===== src/rtl/avst_frame_irq_pkg.sv =====
// Shared register map, field positions and tracker state for the Avalon-ST frame monitor.
// The optional beat counters are controlled by FRAME_IRQ_BEATCNT_EN (see avst_pkt_tracker).
package avst_frame_irq_pkg;

  localparam logic [4:0] REG_CTRL           = 5'h00;
  localparam logic [4:0] REG_STATUS         = 5'h01;
  localparam logic [4:0] REG_FRAME_CNT_BASE = 5'h04;
  localparam logic [4:0] REG_BEAT_CNT_BASE  = 5'h0C;

  localparam int unsigned EOP_LSB = 0;
  localparam int unsigned SOP_LSB = 8;
  localparam int unsigned ERR_LSB = 16;
  localparam int unsigned GIE_BIT = 31;

  localparam logic [3:0] VIDEO_PKT_TYPE = 4'h0;

  typedef enum logic [0:0] {StIdle, StInPkt} trk_state_e;

  // Writable CTRL bits: one bit per implemented channel in each enable byte, plus GIE.
  function automatic logic [31:0] ctrl_mask(int unsigned num_ch);
    logic [7:0]  ch;
    logic [31:0] m;
    ch = 8'((32'd1 << num_ch) - 32'd1);
    m = '0;
    m[EOP_LSB +: 8] = ch;
    m[SOP_LSB +: 8] = ch;
    m[ERR_LSB +: 8] = ch;
    m[GIE_BIT]      = 1'b1;
    return m;
  endfunction

endpackage


===== src/rtl/avst_pkt_tracker.sv =====
// Per-channel packet framing tracker: IDLE/IN_PKT FSM, video frame counter and event pulses.
// Beat counting of video packets is built only when FRAME_IRQ_BEATCNT_EN is defined.
module avst_pkt_tracker
  import avst_frame_irq_pkg::*;
#(
  parameter int unsigned CntW  = 16,
  parameter int unsigned BeatW = 24
) (
  input  logic             clk_i,
  input  logic             rst_ni,
  input  logic             beat_i,
  input  logic             sop_i,
  input  logic             eop_i,
  input  logic [3:0]       pkt_type_i,
  input  logic             frame_clr_i,
  output logic             sop_evt_o,
  output logic             eop_evt_o,
  output logic             err_evt_o,
  output logic             sop_o,
  output logic             eop_o,
  output logic [CntW-1:0]  frame_cnt_o,
  output logic [BeatW-1:0] beat_cnt_o
);

  trk_state_e      state_q;
  logic            video_q;
  logic            sop_q;
  logic            eop_q;
  logic [CntW-1:0] frame_q;
  logic            pkt_done;
  logic            video_done;

  // A packet completes on EOP only if it was opened, either earlier or on this very beat.
  always_comb begin
    sop_evt_o  = beat_i & sop_i;
    eop_evt_o  = beat_i & eop_i;
    err_evt_o  = beat_i & ((state_q == StInPkt) ? sop_i : ~sop_i);
    pkt_done   = beat_i & eop_i & (sop_i | (state_q == StInPkt));
    video_done = pkt_done & (sop_i ? (pkt_type_i == VIDEO_PKT_TYPE) : video_q);
  end

  always_ff @(posedge clk_i or negedge rst_ni) begin
    if (!rst_ni) begin
      state_q <= StIdle;
      video_q <= 1'b0;
      sop_q   <= 1'b0;
      eop_q   <= 1'b0;
      frame_q <= '0;
    end else begin
      sop_q <= sop_evt_o;
      eop_q <= eop_evt_o;
      if (frame_clr_i) begin
        frame_q <= video_done ? CntW'(1) : '0;
      end else if (video_done) begin
        frame_q <= frame_q + CntW'(1);
      end
      if (beat_i) begin
        if (sop_i) begin
          video_q <= (pkt_type_i == VIDEO_PKT_TYPE);
        end
        if (sop_i && !eop_i) begin
          state_q <= StInPkt;
        end else if (eop_i) begin
          state_q <= StIdle;
        end
      end
    end
  end

  assign sop_o       = sop_q;
  assign eop_o       = eop_q;
  assign frame_cnt_o = frame_q;

`ifdef FRAME_IRQ_BEATCNT_EN
  logic [BeatW-1:0] run_q;
  logic [BeatW-1:0] last_q;
  logic [BeatW-1:0] run_inc;

  assign run_inc = (run_q == {BeatW{1'b1}}) ? run_q : run_q + BeatW'(1);

  always_ff @(posedge clk_i or negedge rst_ni) begin
    if (!rst_ni) begin
      run_q  <= '0;
      last_q <= '0;
    end else begin
      if (beat_i && sop_i) begin
        run_q <= BeatW'(1);
      end else if (beat_i && (state_q == StInPkt)) begin
        run_q <= run_inc;
      end
      if (video_done) begin
        last_q <= sop_i ? BeatW'(1) : run_inc;
      end
    end
  end

  assign beat_cnt_o = last_q;
`else
  assign beat_cnt_o = '0;
`endif

endmodule


===== src/rtl/avst_frame_irq.sv =====
// Passive multi-channel Avalon-ST packet monitor with CSR slave and level interrupt.
// BEAT_CNT registers are live only when FRAME_IRQ_BEATCNT_EN is defined; otherwise they read 0.
module avst_frame_irq
  import avst_frame_irq_pkg::*;
#(
  parameter int unsigned NUM_CH = 2,
  parameter int unsigned DATA_W = 24,
  parameter int unsigned CNT_W  = 16,
  parameter int unsigned BEAT_W = 24
) (
  input  logic                     clk,
  input  logic                     reset_n,
  input  logic [NUM_CH-1:0]        st_valid,
  input  logic [NUM_CH-1:0]        st_ready,
  input  logic [NUM_CH-1:0]        st_sop,
  input  logic [NUM_CH-1:0]        st_eop,
  input  logic [NUM_CH*DATA_W-1:0] st_data,
  input  logic [4:0]               avs_address,
  input  logic                     avs_read,
  input  logic                     avs_write,
  input  logic [31:0]              avs_writedata,
  output logic [31:0]              avs_readdata,
  output logic                     irq,
  output logic [NUM_CH-1:0]        sop_raw,
  output logic [NUM_CH-1:0]        eop_raw
);

  localparam logic [31:0] CtrlMask = ctrl_mask(NUM_CH);

  logic [NUM_CH-1:0] sop_evt;
  logic [NUM_CH-1:0] eop_evt;
  logic [NUM_CH-1:0] err_evt;
  logic [NUM_CH-1:0] frame_clr;
  logic [CNT_W-1:0]  frame_cnt [NUM_CH];
  logic [BEAT_W-1:0] beat_cnt  [NUM_CH];

  for (genvar c = 0; c < NUM_CH; c++) begin : g_ch
    assign frame_clr[c] = avs_write & (avs_address == REG_FRAME_CNT_BASE + 5'(c));

    avst_pkt_tracker #(
      .CntW  (CNT_W),
      .BeatW (BEAT_W)
    ) u_trk (
      .clk_i       (clk),
      .rst_ni      (reset_n),
      .beat_i      (st_valid[c] & st_ready[c]),
      .sop_i       (st_sop[c]),
      .eop_i       (st_eop[c]),
      .pkt_type_i  (st_data[c*DATA_W +: 4]),
      .frame_clr_i (frame_clr[c]),
      .sop_evt_o   (sop_evt[c]),
      .eop_evt_o   (eop_evt[c]),
      .err_evt_o   (err_evt[c]),
      .sop_o       (sop_raw[c]),
      .eop_o       (eop_raw[c]),
      .frame_cnt_o (frame_cnt[c]),
      .beat_cnt_o  (beat_cnt[c])
    );
  end

  // Payload bits and CTRL bits 30:24 carry nothing for this block.
  logic unused_in;
  assign unused_in = ^{avs_writedata[30:24], st_data};

  logic [31:0] ctrl_q, ctrl_d;
  logic [23:0] status_q, status_d;
  logic [23:0] status_set;
  logic        irq_q, irq_d;
  logic [31:0] rdata_q, rdata_d;
  logic        ctrl_we;
  logic        status_we;

  assign ctrl_we   = avs_write & (avs_address == REG_CTRL);
  assign status_we = avs_write & (avs_address == REG_STATUS);

  // Hardware set is applied after the W1C so a coincident event is never lost.
  always_comb begin
    status_set                    = '0;
    status_set[EOP_LSB +: NUM_CH] = eop_evt;
    status_set[SOP_LSB +: NUM_CH] = sop_evt;
    status_set[ERR_LSB +: NUM_CH] = err_evt;
    status_d = (status_q & ~(status_we ? avs_writedata[23:0] : 24'h0)) | status_set;
    ctrl_d   = ctrl_we ? (avs_writedata & CtrlMask) : ctrl_q;
    irq_d    = ctrl_q[GIE_BIT] & |(status_q & ctrl_q[23:0]);
  end

  always_comb begin
    rdata_d = '0;
    if (avs_address == REG_CTRL) begin
      rdata_d = ctrl_q;
    end else if (avs_address == REG_STATUS) begin
      rdata_d = {8'h00, status_q};
    end
    for (int c = 0; c < NUM_CH; c++) begin
      if (avs_address == REG_FRAME_CNT_BASE + 5'(c)) begin
        rdata_d = 32'(frame_cnt[c]);
      end
      if (avs_address == REG_BEAT_CNT_BASE + 5'(c)) begin
        rdata_d = 32'(beat_cnt[c]);
      end
    end
  end

  always_ff @(posedge clk or negedge reset_n) begin
    if (!reset_n) begin
      ctrl_q   <= '0;
      status_q <= '0;
      irq_q    <= 1'b0;
      rdata_q  <= '0;
    end else begin
      ctrl_q   <= ctrl_d;
      status_q <= status_d;
      irq_q    <= irq_d;
      if (avs_read) begin
        rdata_q <= rdata_d;
      end
    end
  end

  assign avs_readdata = rdata_q;
  assign irq          = irq_q;

endmodule


===== config.mk =====
export PLATFORM = sky130hd
export DESIGN_NAME = avst_frame_irq
export DESIGN_NICKNAME = d
export VERILOG_FILES = /design/src/rtl/avst_frame_irq_pkg.sv /design/src/rtl/avst_pkt_tracker.sv /design/src/rtl/avst_frame_irq.sv
export SDC_FILE = /design/constraint.sdc
export NUM_CORES = 1
export LEC_CHECK = 0
export ABC_AREA = 1
export ABC_CLOCK_PERIOD_IN_PS = 1500
export BUFFER_PORTS_ARGS = -buffer_cell sky130_fd_sc_hd__buf_4
export CAP_MARGIN = 20
export CORE_MARGIN = 1
export CORE_UTILIZATION = 54
export CTS_CLUSTER_SIZE = 40
export DETAILED_ROUTE_END_ITERATION = 10
export GPL_ROUTABILITY_DRIVEN = 0
export PLACE_DENSITY = 0.78
export SLEW_MARGIN = 20
export SYNTH_ARGS = -nofsm -noshare
export SYNTH_HDL_FRONTEND = slang
export SYNTH_SLANG_ARGS = --single-unit

===== constraint.sdc =====
create_clock -name clk -period 1.5 [get_ports clk]
set_input_delay 0 -clock clk [delete_from_list [all_inputs] [get_ports clk]]
set_output_delay 0 -clock clk [all_outputs]
set_load 0.005 [all_outputs]

==> flow_summary.ini <==
[logic_synthesis]
synth-warning-count = 0
syn-mean-instance-area_um2 = 7.53
ys_seq_elements = 97
synth_common_cells = nand2_1 (226), dfrtp_1 (97), inv_1 (76)
synth-main-ff-cell = dfrtp_1
yosysSeqAreaShare = 0.463
syn_inst = 696
synth_cell_type_count = 31
yosys.area.top_type = dfrtp_1
async_flop_share = 1.00
yosysMostFrequentCell = nand2_1
synth.top_cell.area_share = 0.463
synth_area_um2 = 5240
synth-edff-count = 0
synth.area.top_cells = dfrtp_1 (46%), nand2_1 (16%), nand3_1 (6.4%)

[setup_path]
max_stage_delay_ps = 400
cpLargestDelayFamily = simple AND/OR/NAND/NOR gates
setup.worst_path.start = g_ch[1].u_trk.frame_cnt_o[0]$_DFFE_PN0P_
cp-end-kind = flip-flop
arrival_ps = 1650
r2r_slack_ps = 100
crit_type = reg2reg
required_ps = 1760
cp_max_fo = 6
worstPathCellList = ha_1 -> nand2_2 -> nor2_4 -> or2_2 -> nand3_1 -> o21ai_1
crit_buf_inv = 0
crit_path_start_kind = flip-flop
reg2reg_from = g_ch[1].u_trk.frame_cnt_o[0]$_DFFE_PN0P_
crit_slowest_cell = dfrtp_1

[global_routing]
grt_pass1_vias = 4966
grt_max_degree = 98
grt_pass1_wl_mm = 23.3
grt-ovfl-total = 0
grtUsageTotal = 0.296
antenna_found_initial = 0

[clock_network]
cts.sinks = 97
clock_latency_ps = 370
path_clk_slew_ps = 90
cts_buffers = 9
cts_tree = built
cts_max_path_buffers = 2
h-tree-depth = 3
cts_root_buf = clkbuf_8

[timing]
clock.fmax_ghz = 0.716
min_period_over_period = 0.931
tightest_slew_ps = 525
fin_skew_ps = 6.01
period_minus_slack_ps = 1400
slew_viol_final = 0
setup_viol = 0
slew_headroom = 0.650
final_hold_viol_count = 0

[power]
power_switching_w = 0.00173
powerDensity_nw_per_um2 = 936
sequentialPowerShare = 0.482
p_int_w = 0.00455
combPwrFrac = 0.165
p_sw_frac = 0.276
p_leak_nw = 3.55
clkPwrFrac = 0.353
worst_ir_drop_vdd_mv = 0.573

[final_layout]
drive_above_1_share = 0.179
num-fill-cells = 724
final_core_util = 0.720
insertedDiodeCount = 0
area_growth_pct = 28.0
fin_nets = 924
design_area_um2 = 6710

[routing]
met2_length_mm = 7.04
num_vias = 5213
finalWirelength_mm = 14.4
met3_length_mm = 1.04
firstDrtPassIters = 5
antenna_left = 0
viasPerCell = 5.45
drc = 0
wl_met1_mm = 5.99
drt_iter0_drc = 371
wl_per_cell_um = 15.1
highest_layer = met4

[die]
core_um2 = 9330
die_x_um = 101
die_h_um = 101
dieArea_um2 = 10100
start_util = 0.562
rows = 35
io_pins = 134

[worst_hold_path]
hold_class = in2reg
hp-start = st_data[2]

[placed_design]
io_buffers = 79
dp.final_hpwl_mm = 9.77
post_dp_cell_area_um2 = 6000

[job]
drv_cap = 0

[run_status]
outcome = finished, final reports clean
layout by cell type, fill, tap and decap left out, types with 2 or more instances in the layout:
| master | n |
|---|---|
| ha_1 | 3 |
| nand3_1 | 67 |
| or2_2 | 4 |
| conb_1 | 7 |
| inv_6 | 2 |
| xor2_1 | 3 |
| a22o_1 | 2 |
| nor2_4 | 7 |
| nand4_1 | 46 |
| nor2_1 | 43 |
| o21ai_1 | 10 |
| inv_1 | 76 |
| nand2_1 | 224 |
| o21ai_0 | 21 |
| bufinv_16 | 4 |
| nand3_2 | 2 |
| o21ai_2 | 3 |
| a21boi_0 | 15 |
| nand2_2 | 3 |
| buf_12 | 2 |
| nor2_2 | 6 |
| a21oi_1 | 15 |
| dlygate4sd3_1 | 40 |
| inv_2 | 4 |
| buf_4 | 99 |
| o22ai_1 | 6 |
| clkbuf_8 | 9 |
| dfrtp_1 | 97 |
cell type report:
| class | count | area [um^2] | area share |
|---|---|---|---|
| clock buffer | 9 | 124 | 0.0185 |
| timing repair buffer | 141 | 1180 | 0.176 |
| tap | 129 | 161 | 0.0240 |
| multi-input combinational | 493 | 2370 | 0.354 |
| inverter | 81 | 304 | 0.0453 |
| clock inverter | 6 | 138 | 0.0205 |
| sequential | 97 | 2430 | 0.362 |
sequential cells by signal, indices dropped and copies added, names as in the netlist:
| register | cells |
|---|---|
| g_ch.u_trk.frame_cnt_o | 32 |
| ctrl_q | 7 |
| g_ch.u_trk.video_q | 2 |
| g_ch.u_trk.eop_o | 2 |
| g_ch.u_trk.sop_o | 2 |
| avs_readdata | 25 |
| irq | 1 |
| g_ch.u_trk.state_q | 2 |
| status_q | 24 |
worst paths after layout:
kind                                                                  end  cells past startpoint
max in group asynchronous       g_ch[1].u_trk.frame_cnt_o[14]$_DFFE_PN0P_                      3
worst min-delay path                    g_ch[0].u_trk.video_q$_DFFE_PN0N_                      6
worst min register to register                avs_readdata[8]$_DFFE_PN0P_                      2
worst max register to register   g_ch[1].u_trk.frame_cnt_o[4]$_DFFE_PN0P_                      6
min in group asynchronous                    avs_readdata[22]$_DFFE_PN0P_                      3
worst max-delay path             g_ch[1].u_trk.frame_cnt_o[4]$_DFFE_PN0P_                      6
layer usage:
layer  vias to the layer above  track usage
met5                         -            0
met4                         0        0.109
met3                        29       0.0416
met2                       249        0.504
met1                      2440        0.387
li1                       2495            -
logic make-up after synthesis:
group           after synthesis  synth area share
flops                        97             0.463
buf+inv                     112            0.0933
fa+ha+maj                     4           0.00954
other cells                   1          0.000715
simple gates                404             0.343
compound gates               74            0.0840
xor+xnor                      4           0.00668
through the flow:
stage / TNS [ps] / hold WS [ps] / std cells / power, W / worst slack, ps
final: 0 / 19.4 / 956 / 0.00628 / 103
after floorplan: 0 / -296 / 702 / 0.00356 / 158
after global routing: -3.11 / 33.9 / 956 / 0.00656 / -3.11
after detailed placement: 0 / 96.7 / 897 / 0.00398 / 52.7
after global placement: 0 / 94.5 / 897 / 0.00393 / 140
after CTS: 0 / 3.39 / 952 / 0.00625 / 30.4
tightest hold or removal path, cell delays in order:
cell and delay [ps]:
buf_4 80, nor2_1 30, nand2_1 40, nand2_1 40, nand2_1 80, o21ai_0 80
what timing repair did:
| item | CTS | global route |
|---|---|---|
| hold buffers | 40 | 0 |
| endpoints found under the hold margin | 145 | 0 |
| setup endpoints to repair | 0 | 14 |
| gates resized for setup | 0 | 8 |
| setup buffers | 0 | 4 |
power groups by stage:
stage                     clock (W)  sequential, W  combinational [W]
after floorplan                   0        0.00302           0.000542
after global placement            0        0.00306           0.000872
after detailed placement          0        0.00306           0.000912
after CTS                   0.00224        0.00302            0.00100
after global routing        0.00234        0.00306            0.00116
final                       0.00222        0.00303            0.00103
(Power assumes the default switching activity.)
